`config.mk`:
```
export PLATFORM = sky130hd
export DESIGN_NAME = unified_mem_arbiter
export DESIGN_NICKNAME = d
export VERILOG_FILES = /design/src/rtl/unified_mem_arbiter.sv
export SDC_FILE = /design/constraint.sdc
export NUM_CORES = 1
export LEC_CHECK = 0
export ABC_CLOCK_PERIOD_IN_PS = 10100
export CORE_MARGIN = 2
export CORE_UTILIZATION = 40
export DETAILED_ROUTE_END_ITERATION = 10
export PLACE_DENSITY = 0.8
export SLEW_MARGIN = 15
export SYNTH_ARGS = -nofsm -noshare
export SYNTH_HDL_FRONTEND = slang
export SYNTH_SLANG_ARGS = --single-unit
```
`constraint.sdc`:
```
create_clock -name clk -period 10.1 [get_ports clk]
set_input_delay 3.03 -clock clk [delete_from_list [all_inputs] [get_ports clk]]
set_output_delay 3.03 -clock clk [all_outputs]
set_load 0.02 [all_outputs]
```
`src/rtl/unified_mem_arbiter.sv`:
```
// unified_mem_arbiter: shares one single-port unified instruction/data memory
// between the multicycle CPU and a DMA/debug requester. Each access runs
// IDLE -> ISSUE -> WAIT (MEM_LAT cycles) -> DONE. The CPU has fixed priority,
// but a starvation counter hands one grant to a waiting DMA after
// STARVE_LIMIT consecutive contested CPU grants.
module unified_mem_arbiter #(
  parameter int ADDR_W       = 32,
  parameter int DATA_W       = 32,
  parameter int MEM_LAT      = 2,
  parameter int STARVE_LIMIT = 4
) (
  input  logic              clk,
  input  logic              reset,
  // CPU port
  input  logic              cpu_req,
  input  logic              cpu_we,
  input  logic [ADDR_W-1:0] cpu_addr,
  input  logic [DATA_W-1:0] cpu_wdata,
  output logic [DATA_W-1:0] cpu_rdata,
  output logic              cpu_ack,
  // DMA / debug port
  input  logic              dma_req,
  input  logic              dma_we,
  input  logic [ADDR_W-1:0] dma_addr,
  input  logic [DATA_W-1:0] dma_wdata,
  output logic [DATA_W-1:0] dma_rdata,
  output logic              dma_ack,
  // memory side
  output logic              mem_en,
  output logic              mem_we,
  output logic [ADDR_W-1:0] mem_addr,
  output logic [DATA_W-1:0] mem_wdata,
  input  logic [DATA_W-1:0] mem_rdata,
  output logic [1:0]        owner
);

  typedef enum logic [1:0] {
    IDLE  = 2'd0,
    ISSUE = 2'd1,
    WAIT  = 2'd2,
    DONE  = 2'd3
  } state_t;

  localparam logic [1:0] OWN_NONE = 2'b00;
  localparam logic [1:0] OWN_CPU  = 2'b01;
  localparam logic [1:0] OWN_DMA  = 2'b10;

  // Both limits are at most 15, so 4-bit counters suffice.
  localparam logic [3:0] LAT_INIT   = 4'(MEM_LAT);
  localparam logic [3:0] STARVE_MAX = 4'(STARVE_LIMIT);

  state_t              state_q, state_d;
  logic [3:0]          lat_cnt_q, lat_cnt_d;
  logic [3:0]          starve_cnt_q, starve_cnt_d;
  logic                we_q, we_d;          // latched direction of the transaction
  logic                mem_en_q, mem_en_d;
  logic                mem_we_q, mem_we_d;
  logic [ADDR_W-1:0]   mem_addr_q, mem_addr_d;
  logic [DATA_W-1:0]   mem_wdata_q, mem_wdata_d;
  logic [1:0]          owner_q, owner_d;
  logic                cpu_ack_q, cpu_ack_d;
  logic                dma_ack_q, dma_ack_d;
  logic [DATA_W-1:0]   cpu_rdata_q, cpu_rdata_d;
  logic [DATA_W-1:0]   dma_rdata_q, dma_rdata_d;
  logic                grant_cpu, grant_dma;

  // Next-state, arbitration and registered-output computation.
  always_comb begin
    state_d      = state_q;
    lat_cnt_d    = lat_cnt_q;
    starve_cnt_d = starve_cnt_q;
    we_d         = we_q;
    mem_addr_d   = mem_addr_q;
    mem_wdata_d  = mem_wdata_q;
    owner_d      = owner_q;
    cpu_rdata_d  = cpu_rdata_q;
    dma_rdata_d  = dma_rdata_q;
    // strobes and acks are single-cycle pulses, low unless set below
    mem_en_d     = 1'b0;
    mem_we_d     = 1'b0;
    cpu_ack_d    = 1'b0;
    dma_ack_d    = 1'b0;
    grant_cpu    = 1'b0;
    grant_dma    = 1'b0;

    case (state_q)
      IDLE: begin
        if (cpu_req && dma_req) begin
          // contested: CPU wins until DMA has waited STARVE_LIMIT grants
          if (starve_cnt_q >= STARVE_MAX) begin
            grant_dma    = 1'b1;
            starve_cnt_d = 4'd0;
          end else begin
            grant_cpu    = 1'b1;
            starve_cnt_d = starve_cnt_q + 4'd1;
          end
        end else if (cpu_req) begin
          grant_cpu    = 1'b1;
          starve_cnt_d = 4'd0;
        end else if (dma_req) begin
          grant_dma    = 1'b1;
          starve_cnt_d = 4'd0;
        end

        if (grant_cpu) begin
          we_d        = cpu_we;
          mem_addr_d  = cpu_addr;
          mem_wdata_d = cpu_wdata;
          owner_d     = OWN_CPU;
          mem_en_d    = 1'b1;
          mem_we_d    = cpu_we;
          state_d     = ISSUE;
        end else if (grant_dma) begin
          we_d        = dma_we;
          mem_addr_d  = dma_addr;
          mem_wdata_d = dma_wdata;
          owner_d     = OWN_DMA;
          mem_en_d    = 1'b1;
          mem_we_d    = dma_we;
          state_d     = ISSUE;
        end
      end

      ISSUE: begin
        lat_cnt_d = LAT_INIT;
        state_d   = WAIT;
      end

      WAIT: begin
        if (lat_cnt_q <= 4'd1) begin
          // mem_rdata is valid this cycle; capture it and raise the ack
          // so both appear together in DONE
          lat_cnt_d = 4'd0;
          state_d   = DONE;
          if (owner_q == OWN_CPU) begin
            cpu_ack_d = 1'b1;
            if (!we_q) cpu_rdata_d = mem_rdata;
          end else begin
            dma_ack_d = 1'b1;
            if (!we_q) dma_rdata_d = mem_rdata;
          end
        end else begin
          lat_cnt_d = lat_cnt_q - 4'd1;
        end
      end

      DONE: begin
        owner_d = OWN_NONE;
        state_d = IDLE;
      end

      default: begin
        owner_d = OWN_NONE;
        state_d = IDLE;
      end
    endcase
  end

  // FSM state and all outputs; reset discards any in-flight transaction.
  always_ff @(posedge clk or posedge reset) begin
    if (reset) begin
      state_q      <= IDLE;
      lat_cnt_q    <= 4'd0;
      starve_cnt_q <= 4'd0;
      we_q         <= 1'b0;
      mem_en_q     <= 1'b0;
      mem_we_q     <= 1'b0;
      mem_addr_q   <= '0;
      mem_wdata_q  <= '0;
      owner_q      <= OWN_NONE;
      cpu_ack_q    <= 1'b0;
      dma_ack_q    <= 1'b0;
      cpu_rdata_q  <= '0;
      dma_rdata_q  <= '0;
    end else begin
      state_q      <= state_d;
      lat_cnt_q    <= lat_cnt_d;
      starve_cnt_q <= starve_cnt_d;
      we_q         <= we_d;
      mem_en_q     <= mem_en_d;
      mem_we_q     <= mem_we_d;
      mem_addr_q   <= mem_addr_d;
      mem_wdata_q  <= mem_wdata_d;
      owner_q      <= owner_d;
      cpu_ack_q    <= cpu_ack_d;
      dma_ack_q    <= dma_ack_d;
      cpu_rdata_q  <= cpu_rdata_d;
      dma_rdata_q  <= dma_rdata_d;
    end
  end

  assign mem_en    = mem_en_q;
  assign mem_we    = mem_we_q;
  assign mem_addr  = mem_addr_q;
  assign mem_wdata = mem_wdata_q;
  assign owner     = owner_q;
  assign cpu_ack   = cpu_ack_q;
  assign dma_ack   = dma_ack_q;
  assign cpu_rdata = cpu_rdata_q;
  assign dma_rdata = dma_rdata_q;

endmodule

```
==> impl_metrics.ini <==
[run_status]
status = finished clean

[yosys]
ys_async_sr_fraction = 1.00
synthesis.instances = 437
synth_top_area_frac = 0.598
synth_fa_ha_area_frac = 0.0124
synthSimpleGateAreaFrac = 0.0978
yosysWarnings = 0
synth_edf_count = 0
synth_top_family_by_area = compound AO/OA/AOI/OAI gates
yosys_register_bits = 145
netlist_area_sq_um = 6070
synthMuxAreaShare = 0.121
yosys.cell_types.count = 39
synth_xor_area_frac = 0
yosysSeqAreaShare = 0.598
ys_dominant_reg_cell = dfrtp_1
netlist_top_cells_area = dfrtp_1, mux2_2, a221o_1, and2_1, buf_6
avgSynthCellArea_sq_um = 13.9
synth_top_cell_by_area = dfrtp_1
synth_fp_nets = 609
synth_compound_area_frac = 0.133

[die]
dieArea_sq_um = 16200
initial_core_util = 0.404
core_area_sq_um = 15000
die_h_um = 127
fp-row-count = 45
num_io_pins = 300
die_w_um = 127

[sta]
rsz0062_at_grt = false
relSlewSlack = 0.365
fin_crit_sh = 0.460
worst_slew_pin_slew_ps = 952
final.min_clock_period_ps = 4650
tns_ps = 0
clock_skew_ps = 14.2
slew_viol_final = 0
finalSetupViolCount = 0
hold_viol_final = 0
max_freq_mhz = 215

[critical_path]
crit_buf_inv = 2
cp_top_family = buffers and inverters
worstPathArrival_ps = 4930
cp_max_fo = 66
crit_chain = clkdlybuf4s50_1 > nor3b_2 > nor2b_4 > buf_4 > a221o_1
max_stage_delay_ps = 610
crit_path_end_kind = register
crit_slowest_cell = clkdlybuf4s50_1
startpoint_type = input port
cp.required_ps = 10380
worstSetupPathType = input port to register

[cts]
cts_setup_buffers = 0
clockBufferDepth = 2
htree_levels = 4
ctsRootBufferMaster = clkbuf_16
cts_buffers = 17
cts_tree = done
clkTransAtPathRegs_ps = 60
cts_num_sinks = 145
clock_latency_ps = 420
cts-resized-gates = 0
ctsHoldBuffers = 0

[pwr]
ir_drop_mv = 0.144
leakage_uw = 0.00411
power_density_nw_per_um2 = 329

[routing]
drt_wl_total_um = 17300
num_vias = 4830
wl_per_cell_um = 18.6
drc_errors = 0
drt.antenna.violating_nets = 0
drt-pass1-iter-count = 6
vias_per_cell = 5.19
drtIter0Drc = 198

[grt]
grt_max_degree = 90
gr-usage-all-layers = 0.215
grt_first_pass_wirelength_um = 27200
grt_pass1_vias = 5175
antenna_found_initial = 0
overflow = 0

[run]
cap_violations = 0

[placement]
placed_cells = 899
io_buffers = 299
detailedPlacementHpwl_um = 12500
routabilityCongestion = 0.793

[final_layout]
final_layout_size_suffix_gt1_frac = 0.145
stdcell_count = 931
layout.nets = 902
area_growth_syn_to_layout_pct = 61.3
antenna_cells = 0

[worst_hold_path]
hold_path.class = register to register
==> final cells by class <==
cell class / count / area [sq um]
inverters: 9 / 38.8
clock buffers: 20 / 447
flip-flops and latches: 145 / 3630
repair buffers: 303 / 3020
multi-input cells: 254 / 2240
clock inverters: 12 / 179
well taps: 188 / 235
fillers: 1106 / 5250
==> stage by stage <==
stage | hold slack, ps | instance area, sq um | total power [uW] | utilization | worst slack, ps
3_5_place_dp | 491 | 9160 | 2570 | 0.609 | 4860
6_report | 499 | 9790 | 3220 | 0.651 | 5450
2_1_floorplan | 463 | 6070 | 1830 | - | 3180
4_1_cts | 504 | 9780 | 3250 | 0.651 | 5300
3_3_place_gp | 474 | 9160 | 2520 | 0.609 | 4980
5_1_grt | 514 | 9790 | 3390 | 0.651 | 5350
==> path summary, 6_finish.rpt <==
check / from / depth (start not counted) / endpoint / slack [ps]
max in group asynchronous: reset / 3 / mem_wdata[9] / 5720
max reg2reg: state_q[0] / 5 / dma_rdata[15] / 7720
min reg2reg: starve_cnt_q[1] / 1 / starve_cnt_q[1] / 500
min: starve_cnt_q[1] / 1 / starve_cnt_q[1] / 500
max: cpu_req / 5 / mem_wdata[19] / 5450
min in group asynchronous: reset / 2 / cpu_rdata[21] / 3130
==> sequential cells by signal (all words and copies together), names as in the netlist <==
| register | flops |
|---|---|
| mem_addr | 32 |
| dma_rdata | 32 |
| we_q | 1 |
| cpu_ack | 1 |
| owner | 2 |
| cpu_rdata | 32 |
| mem_en | 1 |
| mem_we | 1 |
| lat_cnt_q | 4 |
| dma_ack | 1 |
| state_q | 2 |
| mem_wdata | 32 |
| starve_cnt_q | 4 |
==> power breakdown <==
part	internal [uW]	switching [uW]
sequential	859	154
combinational	814	730
clock	421	241
total	2090	1130
==> logic make-up (layout without fill, tap and decap cells) <==
logic type,Yosys count,count (layout)
AOI/OAI and AO/OA,88,88
adders and majority gates,6,6
buffers and inverters,38,344
DFF,145,145
muxes,64,64
and+or+nand+nor,96,96
==> synthesized netlist by cell type, types with 3 or more instances <==
master / n
inv_1: 9
mux2_4: 4
a21oi_1: 4
and2_1: 67
nor2b_1: 3
clkbuf_1: 9
buf_4: 3
dfrtp_1: 145
ha_1: 6
nand2_1: 6
nor3_1: 3
buf_2: 9
a221o_1: 65
buf_6: 8
o21ai_0: 3
nor2_1: 3
mux2_2: 59
==> cells in the final DEF, fill, tap and decap left out, drive strengths merged, types with 2 or more instances in the layout <==
cell           count
clkdlybuf4s50    299
nor3b              2
bufinv             4
nor3               3
nand2b             2
o21ai              5
dfrtp            145
a21o               2
nand2              6
or2                2
mux2              64
nor2               4
a22o               2
a211o              2
a32o               2
a21oi              4
buf                4
and2              67
nor2b              4
clkinv             2
clkbuf            20
o22ai              2
ha                 6
a221o             65
inv               12
clkinvlp           3
and3               2
==> layer usage <==
| layer | vias to the layer above | global-route usage | wire (um) | part of all wire |
|---|---|---|---|---|
| met5 | - | 0 | 0 | 0 |
| met4 | 0 | 0.0569 | 271 | 0.016 |
| met3 | 20 | 0.0729 | 1350 | 0.078 |
| met2 | 228 | 0.373 | 8590 | 0.50 |
| met1 | 2376 | 0.257 | 7100 | 0.41 |
| li1 | 2206 | - | - | - |
Note: power is estimated with default switching activity, not from simulation.
